`config.mk`:
```
export PLATFORM = sky130hd
export DESIGN_NAME = pipeline_sequencer
export DESIGN_NICKNAME = d
export VERILOG_FILES = /design/src/rtl/pipeline_sequencer.sv
export SDC_FILE = /design/constraint.sdc
export NUM_CORES = 1
export LEC_CHECK = 0
export ABC_AREA = 1
export BUFFER_PORTS_ARGS = -buffer_cell sky130_fd_sc_hd__clkbuf_2
export CORE_UTILIZATION = 40
export DETAILED_ROUTE_END_ITERATION = 8
export PLACE_DENSITY_LB_ADDON = 0.08
export SYNTH_ARGS = -nofsm -noshare
export SYNTH_HDL_FRONTEND = slang
export SYNTH_SLANG_ARGS = --single-unit
```
`constraint.sdc`:
```
create_clock -name clock -period 1.96 [get_ports clock]
set_input_delay 0.294 -clock clock [delete_from_list [all_inputs] [get_ports clock]]
set_output_delay 0.294 -clock clock [all_outputs]
set_load 0.01 [all_outputs]
```
`src/rtl/pipeline_sequencer.sv`:
```
// Pipeline control sequencer: INIT/RUN/DRAIN/HALT FSM with load-use stall, branch flush and perf counters.
// Optional overflow trap enabled by defining OVERFLOW_TRAP_EN.
module pipeline_sequencer #(
   parameter int STARTUP_CYCLES = 2,
   parameter int DRAIN_CYCLES   = 3,
   parameter int CNT_W          = 16
) (
   input  logic             clock,
   input  logic             resetGral,
   input  logic [4:0]       id_rs,
   input  logic [4:0]       id_rt,
   input  logic             id_uses_rt,
   input  logic             id_halt,
   input  logic [4:0]       ex_rt,
   input  logic             ex_mem_read,
   input  logic             ex_valid,
   input  logic             branch_taken,
   input  logic             ALUOverflow,
   output logic             pc_write,
   output logic             ifid_write,
   output logic             ifid_flush,
   output logic             idex_bubble,
   output logic             exmem_flush,
   output logic             halted,
   output logic             exception,
   output logic [CNT_W-1:0] stall_count,
   output logic [CNT_W-1:0] flush_count,
   output logic [1:0]       state_dbg
);

   // Encoding is visible on state_dbg: INIT=0, RUN=1, DRAIN=2, HALT=3.
   typedef enum logic [1:0] {
      S_INIT  = 2'd0,
      S_RUN   = 2'd1,
      S_DRAIN = 2'd2,
      S_HALT  = 2'd3
   } state_t;

   localparam logic [3:0] INIT_LAST  = 4'(STARTUP_CYCLES - 1);
   localparam logic [3:0] DRAIN_LAST = 4'(DRAIN_CYCLES - 1);

   state_t     state, next_state;
   logic [3:0] cyc_cnt;
   logic       hazard;
   logic       trap_req;
   logic       stall_inc, flush_inc, trap_take;

`ifdef OVERFLOW_TRAP_EN
   assign trap_req = ALUOverflow & ex_valid;
`else
   assign trap_req = 1'b0;
   logic unused_trap_inputs;
   assign unused_trap_inputs = &{1'b0, ALUOverflow, ex_valid};
`endif

   assign hazard = ex_mem_read && (ex_rt != 5'd0) &&
                   ((ex_rt == id_rs) || (id_uses_rt && (ex_rt == id_rt)));

   always_comb begin
      next_state  = state;
      pc_write    = 1'b0;
      ifid_write  = 1'b0;
      ifid_flush  = 1'b0;
      idex_bubble = 1'b1;
      exmem_flush = 1'b0;
      stall_inc   = 1'b0;
      flush_inc   = 1'b0;
      trap_take   = 1'b0;
      case (state)
         S_INIT: begin
            if (cyc_cnt == INIT_LAST) next_state = S_RUN;
         end
         S_RUN: begin
            if (trap_req) begin
               trap_take   = 1'b1;
               exmem_flush = 1'b1;
               ifid_flush  = 1'b1;
               next_state  = S_HALT;
            end else if (branch_taken) begin
               // Branch wins over a concurrent hazard or halt; the hazard source is being squashed.
               ifid_flush = 1'b1;
               pc_write   = 1'b1;
               flush_inc  = 1'b1;
            end else if (hazard) begin
               stall_inc = 1'b1;
            end else begin
               pc_write    = 1'b1;
               ifid_write  = 1'b1;
               idex_bubble = 1'b0;
               if (id_halt) next_state = S_DRAIN;
            end
         end
         S_DRAIN: begin
            if (trap_req) begin
               trap_take   = 1'b1;
               exmem_flush = 1'b1;
               ifid_flush  = 1'b1;
               next_state  = S_HALT;
            end else if (cyc_cnt == DRAIN_LAST) begin
               next_state = S_HALT;
            end
         end
         default: ;
      endcase
      // Reset cycle presents the INIT outputs and ignores every input event.
      if (resetGral) begin
         next_state  = S_INIT;
         pc_write    = 1'b0;
         ifid_write  = 1'b0;
         ifid_flush  = 1'b0;
         idex_bubble = 1'b1;
         exmem_flush = 1'b0;
         stall_inc   = 1'b0;
         flush_inc   = 1'b0;
         trap_take   = 1'b0;
      end
   end

   always_ff @(posedge clock) begin
      if (resetGral) begin
         state       <= S_INIT;
         cyc_cnt     <= 4'd0;
         stall_count <= '0;
         flush_count <= '0;
      end else begin
         state   <= next_state;
         cyc_cnt <= (next_state != state) ? 4'd0 : cyc_cnt + 4'd1;
         if (stall_inc && (stall_count != '1)) stall_count <= stall_count + 1'b1;
         if (flush_inc && (flush_count != '1)) flush_count <= flush_count + 1'b1;
      end
   end

`ifdef OVERFLOW_TRAP_EN
   logic exception_q;
   always_ff @(posedge clock) begin
      if (resetGral)      exception_q <= 1'b0;
      else if (trap_take) exception_q <= 1'b1;
   end
   assign exception = exception_q;
`else
   logic unused_trap_take;
   assign unused_trap_take = trap_take;
   assign exception = 1'b0;
`endif

   assign halted    = (state == S_HALT) && !resetGral;
   assign state_dbg = state;

endmodule

```
==> flow_summary_export.csv <==
group,metric,value,unit
run,maxCapViolCount,0,
worst_setup_path,path_delay_family,"simple AND/OR/NAND/NOR gates",
worst_setup_path,critPathBufInv,0,
sta,period_needed,1740,ps
final_layout,mostFrequentLayoutCells,"95 x nand2_1, 59 x clkbuf_2, 49 x inv_1",
sta,setup_tns,0,ps
routing,vias_per_cell,4.69,
place,dp_hpwl,4170,um
sta,slew_viol_final,0,
floorplanning,rows,27,
logic_synthesis,synth_cell_type_count,29,
power_and_ir_drop,p_leak,1.28,nW
logic_synthesis,syn-cell-area,0.00239,mm^2
final_layout,drive_gt1_frac,0.247,
global_routing,antenna_found_initial,0,
routing,wirelength,5490,um
final_layout,final_util,0.507,
routing,drtAntennaViolNets,0,
global_routing,grt_start_max_net_pins,26,
routing,first_pass_iters,4,
sta,rsz0062_at_grt,"no",
floorplanning,die_h,79.3,um
final_layout,fillers,617,
place,numPortBuffers,59,
routing,vias,2348,
global_routing,gr-total-overflow,0,
worst_setup_path,critical_path.max_fanout,16,
floorplanning,start_util,0.424,
sta,period_share,0.886,
outcome,status,"complete, no violations",
clock_network,cts_made_buffers,5,
place,gp_congestion,0.813,
final_layout,final_cells,501,
floorplanning,die_area,0.00629,mm^2
final_layout,areaGrowthSynthToFinish,19.5,%
final_layout,final_common_cell,"nand2_1",
worst_setup_path,cp.arrival,1930,ps
logic_synthesis,avgSynthCellArea,6.55,um^2
global_routing,grt_pass1_wl,9080,um
floorplanning,pin_count,64,
clock_network,cts_sinks,38,
routing,routedWlPerCell,11.0,um
place,dpl-instance-area,0.00276,mm^2
place,dp.cells,493,
clock_network,post_cts_buffers,0,
sta,fin_worst_skew,6.15,ps
power_and_ir_drop,ir_drop,0.335,mV
worst_hold_path,hold_class,"input pin to flip-flop",
floorplanning,fp.dieW,79.3,um
final_layout,final_cell_area,0.00286,mm^2
clock_network,htree_levels,2,
routing,drtIter0Drc,74,
clock_network,tritoncts,"yes",
worst_setup_path,crit_type,"flip-flop to flip-flop",
clock_network,cts_resized,0,
sta,hold_viol_final,0,
power_and_ir_drop,power_density,609,mW/mm^2
logic_synthesis,synthTopCellsByArea,"dfxtp_1 32%, nand2_1 15%, inv_1 7.7%, nor2_1 6.4%, xor2_1 5.1%",
logic_synthesis,yosys.area.top_type,"dfxtp_1",
clock_network,clockRootBuffer,"clkbuf_8",
logic_synthesis,yosys_warnings,0,
clock_network,clkTransAtPathRegs,80,ps
logic_synthesis,syn_inst,365,
floorplanning,coreArea,0.00564,mm^2
worst_setup_path,critPathSlowestCell,"dfxtp_1",
power_and_ir_drop,power,0.00174,W
worst_setup_path,crit_path_cell_trace,"ha_1, nand2_1, nor2_2, nand3_1, nor2_1, nor2_4, o21ai_0, nor2_1",
logic_synthesis,yosysTopAreaCellShare,0.318,
global_routing,grt_pass1_vias,2066,
clock_network,ctsHoldBuffers,0,
worst_setup_path,critPathMaxStageDelay,400,ps
worst_setup_path,cp_data_required_time,2150,ps
global_routing,groute.usage.overall,0.184,
sta,fmax,576,MHz
worst_setup_path,end_kind,"flip-flop",
logic_synthesis,yosysSeqAreaShare,0.318,
worst_setup_path,crit_path_start_kind,"flip-flop",
sta,setup_viol,0,
final_layout,insertedDiodeCount,0,
worst_setup_path,crit_top_cell,"nor2_1",
clock_network,clock_latency,290,ps
logic_synthesis,ys_ff_latch,38,
routing,drc,0,
clock_network,ctsLongestPathBuffers,2,
final_layout,layout.nets,456,
state kept, by name, indices dropped and copies added (netlist names):
register and count:
cyc_cnt 4, flush_count 16, stall_count 16, state_dbg 2
worst min-delay path, cell delays in order:
cell,delay (ps)
clkbuf_2,90
nand4_1,100
a21oi_1,60
through the flow:
| step | worst slack, ps | hold slack [ps] |
|---|---|---|
| after global routing | 47.2 | 298 |
| after detailed placement | 177 | 473 |
| after floorplan | 336 | 445 |
| final | 223 | 293 |
| after CTS | 158 | 271 |
| after global placement | 209 | 466 |
synthesized netlist by cell type:
cell / instances
nand2_1: 95
nand3b_1: 1
o21a_1: 1
a21oi_2: 9
nor4_1: 4
nand2_2: 14
xor2_1: 14
nor2_4: 2
buf_8: 1
nor2_1: 41
clkbuf_1: 3
buf_2: 1
a31oi_1: 4
a21oi_1: 17
inv_2: 6
o21ai_0: 7
dfxtp_1: 38
nand4_1: 3
nor2_2: 2
xnor2_1: 6
buf_4: 3
nand3_1: 24
nand4_4: 1
nor3_2: 1
nor3_1: 11
conb_1: 1
ha_1: 5
a211oi_1: 1
inv_1: 49
kinds of logic after synthesis:
group / after synthesis / synth area share
xor gates and xnor gates: 20 / 0.0732
and+or+nand+nor: 199 / 0.372
adders and majority gates: 5 / 0.0262
other: 1 / 0.00157
DFF: 38 / 0.318
buffers and inverters: 63 / 0.109
AOI/OAI and AO/OA: 39 / 0.0999
final cells by class:
type                       instances  area, um^2  share of cell area
tap                               72        90.1              0.0315
timing repair buffer              63         325               0.114
inverter                          55         206              0.0722
clock buffer                       6        82.6              0.0289
clock inverter                     2        12.5             0.00438
multi-input combinational        265        1380               0.483
sequential                        38         761               0.266
worst paths after layout:
kind	start	endpoint	slack [ps]	cells after the start
min	id_halt	state_dbg[1]	290	3
max	stall_count[0]	stall_count[1]	220	8
max reg2reg	stall_count[0]	stall_count[1]	220	8
min reg2reg	flush_count[4]	flush_count[4]	480	2
power by group:
group          internal (W)  total, W  switching [W]
logic              0.000117  0.000307       0.000190
clock network      0.000283  0.000575       0.000292
registers          0.000812  0.000857      0.0000447
total               0.00121   0.00174       0.000526
layer usage:
layer / track usage / up-vias / part of all wire
met5: 0 / - / 0
met3: 0.0391 / 6 / 0.042
met2: 0.305 / 49 / 0.46
met4: 0.0636 / 0 / 0.011
met1: 0.234 / 1020 / 0.49
li1: - / 1273 / -
Note: power is estimated with default switching activity, not from simulation.
